<file path="src/rtl/arm_pipe_pkg.sv">
// Shared definitions for the ARM-style IF/ID pipeline boundary.
// Holds the datapath width, the bubble instruction and the fetch entry layout.
package arm_pipe_pkg;

  localparam int DW = 32;

  // mov r0,r0: the bubble that ID decodes when nothing has been fetched
  localparam logic [31:0] NOP = 32'hE1A0_0000;

  typedef struct packed {
    logic [DW-1:0] pc;
    logic [DW-1:0] instruction;
  } fetch_entry_t;

endpackage

</file>
<file path="src/rtl/fifo_regfile.sv">
// Storage array for the fetch queue: one write port, one asynchronous read port.
// Contents are cleared on reset so the read port never returns X.
module fifo_regfile #(
  parameter  int DEPTH = 4,
  parameter  int W     = 64,
  localparam int AW    = $clog2(DEPTH)
) (
  input  logic          clk,
  input  logic          rst,
  input  logic          we,
  input  logic [AW-1:0] waddr,
  input  logic [W-1:0]  wdata,
  input  logic [AW-1:0] raddr,
  output logic [W-1:0]  rdata
);

  logic [W-1:0] mem [DEPTH];

  always_ff @(posedge clk or negedge rst) begin
    if (!rst) begin
      for (int i = 0; i < DEPTH; i++) begin
        mem[i] <= '0;
      end
    end else if (we) begin
      mem[waddr] <= wdata;
    end
  end

  assign rdata = mem[raddr];

endmodule

</file>
<file path="src/rtl/if_id_fetch_queue.sv">
// IF->ID decoupling queue: buffers {pc, instruction} pairs, presents the oldest
// to ID, freezes IF when full and discards everything on a taken branch.
module if_id_fetch_queue
  import arm_pipe_pkg::*;
#(
  parameter  int DEPTH = 4,
  parameter  int DW    = arm_pipe_pkg::DW,
  localparam int AW    = $clog2(DEPTH),
  localparam int CW    = AW + 1
) (
  input  logic          clk,
  input  logic          rst,
  input  logic          if_valid,
  input  logic [DW-1:0] pc_in,
  input  logic [DW-1:0] instruction_in,
  input  logic          branch_taken,
  input  logic          id_stall,
  output logic          freeze,
  output logic          id_valid,
  output logic [DW-1:0] id_pc,
  output logic [DW-1:0] id_instruction,
  output logic [CW-1:0] count
);

  localparam logic [DW-1:0] NOP_W     = DW'(NOP);
  localparam logic [AW-1:0] LAST_SLOT = AW'(DEPTH - 1);
  localparam logic [CW-1:0] FULL_CNT  = CW'(DEPTH);

  logic [AW-1:0]   wr_ptr;
  logic [AW-1:0]   rd_ptr;
  logic [CW-1:0]   count_q;
  logic            full;
  logic            empty;
  logic            push;
  logic            pop;
  logic [2*DW-1:0] head;

  assign full  = (count_q == FULL_CNT);
  assign empty = (count_q == '0);

  // A full queue refuses the word even if ID pops this cycle; IF is frozen and re-presents it.
  assign push = if_valid & ~full & ~branch_taken;
  assign pop  = ~empty & ~id_stall & ~branch_taken;

  always_ff @(posedge clk or negedge rst) begin
    if (!rst) begin
      wr_ptr  <= '0;
      rd_ptr  <= '0;
      count_q <= '0;
    end else if (branch_taken) begin
      wr_ptr  <= '0;
      rd_ptr  <= '0;
      count_q <= '0;
    end else begin
      if (push) begin
        wr_ptr <= (wr_ptr == LAST_SLOT) ? '0 : wr_ptr + AW'(1);
      end
      if (pop) begin
        rd_ptr <= (rd_ptr == LAST_SLOT) ? '0 : rd_ptr + AW'(1);
      end
      unique case ({push, pop})
        2'b10:   count_q <= count_q + CW'(1);
        2'b01:   count_q <= count_q - CW'(1);
        default: count_q <= count_q;
      endcase
    end
  end

  fifo_regfile #(
    .DEPTH (DEPTH),
    .W     (2 * DW)
  ) u_regfile (
    .clk   (clk),
    .rst   (rst),
    .we    (push),
    .waddr (wr_ptr),
    .wdata ({pc_in, instruction_in}),
    .raddr (rd_ptr),
    .rdata (head)
  );

  // Everything below comes from registered state only, so IF sees no input->freeze path.
  assign freeze         = full;
  assign id_valid       = ~empty;
  assign id_pc          = empty ? '0    : head[2*DW-1:DW];
  assign id_instruction = empty ? NOP_W : head[DW-1:0];
  assign count          = count_q;

endmodule
</file>
<file path="config.mk">
export PLATFORM = sky130hd
export DESIGN_NAME = if_id_fetch_queue
export DESIGN_NICKNAME = d
export VERILOG_FILES = /design/src/rtl/arm_pipe_pkg.sv /design/src/rtl/fifo_regfile.sv /design/src/rtl/if_id_fetch_queue.sv
export SDC_FILE = /design/constraint.sdc
export NUM_CORES = 1
export LEC_CHECK = 0
export CAP_MARGIN = 20
export CELL_PAD_IN_SITES_DETAIL_PLACEMENT = 1
export CELL_PAD_IN_SITES_GLOBAL_PLACEMENT = 1
export CORE_MARGIN = 2
export CORE_UTILIZATION = 41
export DETAILED_ROUTE_END_ITERATION = 10
export DONT_BUFFER_PORTS = 1
export HOLD_SLACK_MARGIN = 0.1
export PLACE_DENSITY_LB_ADDON = 0.1
export SLEW_MARGIN = 20
export SYNTH_ARGS = -nofsm -noshare
export SYNTH_HDL_FRONTEND = slang
export SYNTH_HIERARCHICAL = 1
export SYNTH_SLANG_ARGS = --single-unit
</file>
<file path="constraint.sdc">
create_clock -name clk -period 6.05 [get_ports clk]
set_input_delay 0.605 -clock clk [delete_from_list [all_inputs] [get_ports clk]]
set_output_delay 0.605 -clock clk [all_outputs]
set_load 0.02 [all_outputs]
</file>
# [Yosys cells after proc, flatten, opt, wreduce, memory -nomap -nowiden]
# Index checks and enable logic that the tools add are counted.
[word_totals] reg_bits=263 word_cells=50 input_bits=69 output_inout_bits=69
[classes] mux=16 eq_ne=5 n_reduce_logical=5 n_addsub=4 order_cmp=3 n_bitwise=10
[op_table] operator="bitwise mux 256 bit" count=1
[op_table] operator="two-way mux 64 bit" count=3
[op_table] operator="binary-select mux 64 bit (select 2 bit)" count=1
[op_table] operator="demux 64 bit (select 2 bit)" count=1
[op_table] operator="two-way mux 32 bit" count=2
[op_table] operator="two-way mux 2 bit" count=6
[op_table] operator="== test 2 bit (second input constant)" count=3
[op_table] operator=">= comparator 3 bit (second input constant)" count=2
[op_table] operator="NOT 2 -> 3 bit" count=2
[op_table] operator="case mux 3 bit (2 select lines)" count=1
[op_table] operator="adder 2 x 1 -> 2 bit (second input constant)" count=2
[op_table] operator="AND 1 bit" count=4
[op_table] operator="NOT 1 bit" count=4
[op_table] operator="nonzero test 2 bit" count=2
[op_table] operator="adder 3 x 1 -> 3 bit (second input constant)" count=1
[op_table] operator="== test 3 bit (second input constant)" count=1
[op_table] operator="logical NOT 3 bit" count=1
[op_table] operator="less-than comparator 3 x 1 -> 1 bit (second input constant)" count=1
[op_table] operator="two-way mux 3 bit" count=1
[op_table] operator="nonzero test 3 bit" count=1
[op_table] operator="subtractor 3 x 1 -> 3 bit (second input constant)" count=1
[op_table] operator="== test 2 x 1 -> 1 bit (second input constant)" count=1
[op_table] operator="logical AND 1 bit" count=1

# [Logic depth before layout (Yosys ltp)]
[depth] ltp_word=7 mapped_depth=10 depth_no_buf=9

# [Hierarchy]
# Netlist, hierarchy kept.
[by_module_without_submodules] module="fifo_regfile" n_inst=1 seq_area_each_um2=6406.1 area_per_inst_um2=11162.0 cells_each=621
[by_module_without_submodules] module="if_id_fetch_queue" n_inst=1 seq_area_each_um2=175.2 area_per_inst_um2=1016.0 cells_each=133

# [Worst setup path after synthesis]
# OpenSTA, ideal clock, no wires.
[synth_timing] path_kind="input -> register" startpoint="in if_valid" endpoint="reg u_regfile/mem[193] (netlist name)" setup_slack_ns=3.939 required_time_ns=5.925 path_stages=8 setup_time_ns=0.125 t_arrival_ns=1.987 n_path_buf=3 path_cell_list="buf_6 > inv_8 > a21o_1 > nor2_1 > nor3b_2 > buf_4 > buf_6 > mux2_2"
[synth_between] elab_chain_len=2
[synth_rtl] element="start: declaration" line="if_id_fetch_queue.sv:13" source="input logic if_valid,"
[synth_rtl] element="AND 1 bit (2 in series)" line="if_id_fetch_queue.sv:42" source="assign push = if_valid & ~full & ~branch_taken;"
[synth_rtl] element="via push" line="if_id_fetch_queue.sv:34" source="logic push;"
[synth_rtl] element="end signal: indexed assignment" line="fifo_regfile.sv:25" source="mem[waddr] <= wdata;"
[synth_rtl] element="end: declaration" line="fifo_regfile.sv:17" source="logic [W-1:0] mem [DEPTH];"
# The timed path passes the listed nets, and every way through them passes these cells.
# A chain may end at the register's enable or synchronous reset.

# [Worst setup path after layout]
[layout_timing] startpoint="reg count_q[0] (netlist: count[0])" endpoint="out id_pc[26]"
[layout_between] elab_chain_len=2
[layout_rtl] element="start: declaration" line="if_id_fetch_queue.sv:31" source="logic [CW-1:0] count_q;"
[layout_rtl] element="start signal: assignment" line="if_id_fetch_queue.sv:62" source="2'b10: count_q <= count_q + CW'(1);"
[layout_rtl] element="start signal: assignment" line="if_id_fetch_queue.sv:63" source="2'b01: count_q <= count_q - CW'(1);"
[layout_rtl] element="start signal: assignment" line="if_id_fetch_queue.sv:64" source="default: count_q <= count_q;"
[layout_rtl] element="logical NOT 3 bit" line="if_id_fetch_queue.sv:39" source="assign empty = (count_q == '0);"
[layout_rtl] element="two-way mux 32 bit" line="if_id_fetch_queue.sv:85" source="assign id_pc = empty ? '0 : head[2*DW-1:DW];"
[layout_rtl] element="end: declaration" line="if_id_fetch_queue.sv:20" source="output logic [DW-1:0] id_pc,"
# No other way between the ends.

==> summary.md <==
| Metric | Value |
|---|---|
| First-pass DRT Iterations | 4 |
| Worst-path cell with the longest stage delay | dfrtp_1 |
| RR Endpoint | u_regfile/mem[49]$_DFFE_PN0P_ |
| LEAKAGE | about 5.8 nW |
| Async SR Flop Fraction | 100.0% |
| Clock buffer count from CTS | 30 |
| DRC errors left | 0 |
| Met3 GRT Util | about 4.4% |
| IO buf count | 0 |
| # nets final | slightly above 800 |
| Post-synth top area cell | dfrtp_1 |
| Share of cells above drive strength 1 | 50.07% |
| Core area | around 29000 µm² |
| Worst-path fanout max | 35 |
| Hpwl dp | approximately 16 mm |
| Via/cell ratio | between 5 and 6 |
| Failing checks | hold timing |
| Remaining Overflow, GRT | 0 |
| Worst setup margin | around 2.7 ns |
| Total track usage | between 10% and 20% |
| Most used DFF post-synth | dfrtp_1 |
| Switch share | 26.33% |
| Comb pwr share | 22.3% |
| Fin Clk Skew | approximately 0.015 ns |
| Yosys cell types | 39 |
| Final hold slack | -0.2345 ns |
| Count leader, synth | dfrtp_1 |
| Pint | around 4.2 mW |
| Synthesized area | roughly 12000 µm² |
| Max Freq | 297.8 MHz |
| Fin crit period | 3.358 ns |
| Slack of the worst reg-to-reg path | approximately 3.1 ns |
| Fin crit share | roughly 56% |
| Seq pwr share | approximately 46% |
| Post-synth EDFFs | 0 |
| RSZ-0062 raised after global routing | no |
| Clk sinks | between 200 and 300 |
| Clk_lat worst skew | between 0.5 and 0.6 ns |
| Slew @ Worst Pin | roughly 0.79 ns |
| Die area | slightly above 30000 µm² |
| Syn. warnings | 6 |
| Cts repair resizes | 0 |
| Io pins | roughly 140 |
| Syn nets | 826 |
| Arr. time, crit path | 2.75 ns |
| Hold buffers post-CTS | 1 |
| Pre-CTS setup slack | 2.792 ns |
| Min-delay worst type | primary input to asynchronous set/reset pin |
| First-pass GRT wire length | ~42 mm |
| Die Y | 176.3 µm |
| Rows | between 60 and 70 |
| WL/cell | between 20 and 25 µm |
| Crit end category | output port |
| Fillers | ~2900 |
| Outcome | finished with violations |
| H-tree depth | 1 |
| GR Util met1 | ~21% |
| Final ANT Viol Nets | 0 |
| Area grow syn2layout | 9.401% |
| Max Cap Viol | 0 |
| Largest net degree at the start of global routing | 264 |
| Syn_area_per_cell | 16.15 µm² |
| Gr busiest metal | met2 |
| Worst r2r src | count[0]$_DFFE_PN0P_ |
| Switching Power | between 1.5 and 2 mW |
| Vias | approximately 6400 |
| RePlAce Congestion | between 0.6 and 0.7 |
| Total wire length | 27.09 mm |
| Postcts setup bufs | 0 |
| VDD IR max | about 0.22 mV |
| FF-to-FF path depth | 6 |
| Worst relative slew slack | a little under half |
| Initial Util | around 41% |
| Finish-stage setup viols | 0 |
| Syn Inst Count | roughly 750 |
| Clock Tree Buf Depth | 3 |
| Drt initial violations | 257 |
| CTS tree | built |
| Critical path class | flip-flop to output port |
| Top cells by count, synth | dfrtp_1 (263), mux2_2 (251), mux4_2 (64) |
| Synth area leaders | dfrtp_1 (54%), mux2_2 (23%), mux4_2 (12%) |
| Diode count | 0 |
| Vias in the first global route | between 7000 and 8000 |
| Clock transition at path regs | roughly 0.06 ns |
| DIE WIDTH | ~180 µm |
| Top cell type's share of synthesized area | between 50% and 60% |
| Final Hold Vio Count | roughly 260 |
| Initial antenna violation count | 0 |
| Final Max Tran Viols | 0 |
| Clock share of power | around 32% |
| CP peak stage delay | between 0.6 and 0.7 ns |
| Crit path required time | roughly 5.4 ns |
| Synth Register Bits | roughly 260 |
| Root buf cell | clkbuf_16 |
| TNS Setup | 0 ns |
| Seq/Total Area, Yosys | 54.04% |
| Crit-path cells | nor3_2, inv_2, buf_4, and2_1 |
| M2 GR Usage | between 30% and 40% |
| Power per cell area | around 430 nW/µm² |
| Startpoint Class | flip-flop |
power by group through the flow:
| stage | Sequential, mW | Combinational, mW | Clock, mW |
|---|---|---|---|
| after global routing | 2.68 | 1.38 | 1.96 |
| final | 2.61 | 1.28 | 1.84 |
| after floorplan | 2.51 | 1.16 | 0 |
| after detailed placement | 2.66 | 1.27 | 0 |
| after global placement | 2.59 | 1.21 | 0 |
| after CTS | 2.63 | 1.27 | 1.90 |
critical path: cells and delay by family, from the launching register on:
family	cells	cell delay, ns
flops	1	0.68
buf+inv	2	0.97
simple gates	2	0.52
flip-flops by register name (all words and copies together) (netlist names):
signal	cells
wr_ptr	2
count	3
rd_ptr	2
u_regfile/mem	256
cell families after synthesis:
kind of cell	count (synthesis)	share of synthesized area [%]
muxes	321	35.59
DFF	263	54.04
and+or+nand+nor	91	4.521
buffers and inverters	56	4.377
AOI/OAI and AO/OA	17	0.8836
xor gates and xnor gates	3	0.2158
adders and majority gates	3	0.3698
worst max path at each step:
stage                                endpoint             startpoint  slack, ns
2_1_floorplan  u_regfile/mem[193]$_DFFE_PN0P_               if_valid       3.94
3_3_place_gp               id_instruction[20]  rd_ptr[0]$_DFFE_PN0P_       2.86
3_5_place_dp   u_regfile/mem[145]$_DFFE_PN0P_   count[0]$_DFFE_PN0P_       2.79
4_1_cts                     id_instruction[2]  rd_ptr[0]$_DFFE_PN0P_       2.22
5_1_grt                             id_pc[26]   count[0]$_DFFE_PN0P_       2.45
6_report                            id_pc[26]   count[0]$_DFFE_PN0P_       2.69
cell type report:
cell class              instances  area, µm²  share of cell area (%)
clock buffers                  41      863.3                   6.480
clock inverters                 9      145.1                   1.089
inverters                       3      18.77                  0.1409
multi-input cells             435       5077                   38.11
flip-flops and latches        263       6589                   49.46
well taps                     390      488.0                   3.663
repair buffers                 12      141.4                   1.061
layout by cell type, fill, tap and decap left out, types with 4 or more instances in the layout:
cell type,n
and2_1,58
mux2_1,5
clkbuf_16,31
nand2b_1,6
clkinv_2,5
o21ai_0,4
mux4_2,64
clkbuf_1,5
bufinv_16,4
nand2_1,5
buf_4,7
clkbuf_8,5
dfrtp_1,261
nor2_1,8
a21oi_1,6
mux2_2,251
through the flow:
stage | power (mW) | area (µm²) | std cells | utilization (%)
2_1_floorplan | 3.664 | 12180 | 754 | -
3_3_place_gp | 3.804 | 12250 | 1099 | 41.54
3_5_place_dp | 3.932 | 12250 | 1099 | 41.54
4_1_cts | 5.805 | 13260 | 1150 | 44.99
5_1_grt | 6.025 | 13320 | 1153 | 45.19
6_report | 5.720 | 13320 | 1153 | 45.19
layer usage:
layer / vias up / share of wire (%)
li1: 2731 / -
met1: 3446 / 40
met2: 133 / 53
met3: 40 / 5.2
met4: 0 / 1.9
met5: - / 0
(Power assumes the default switching activity.)
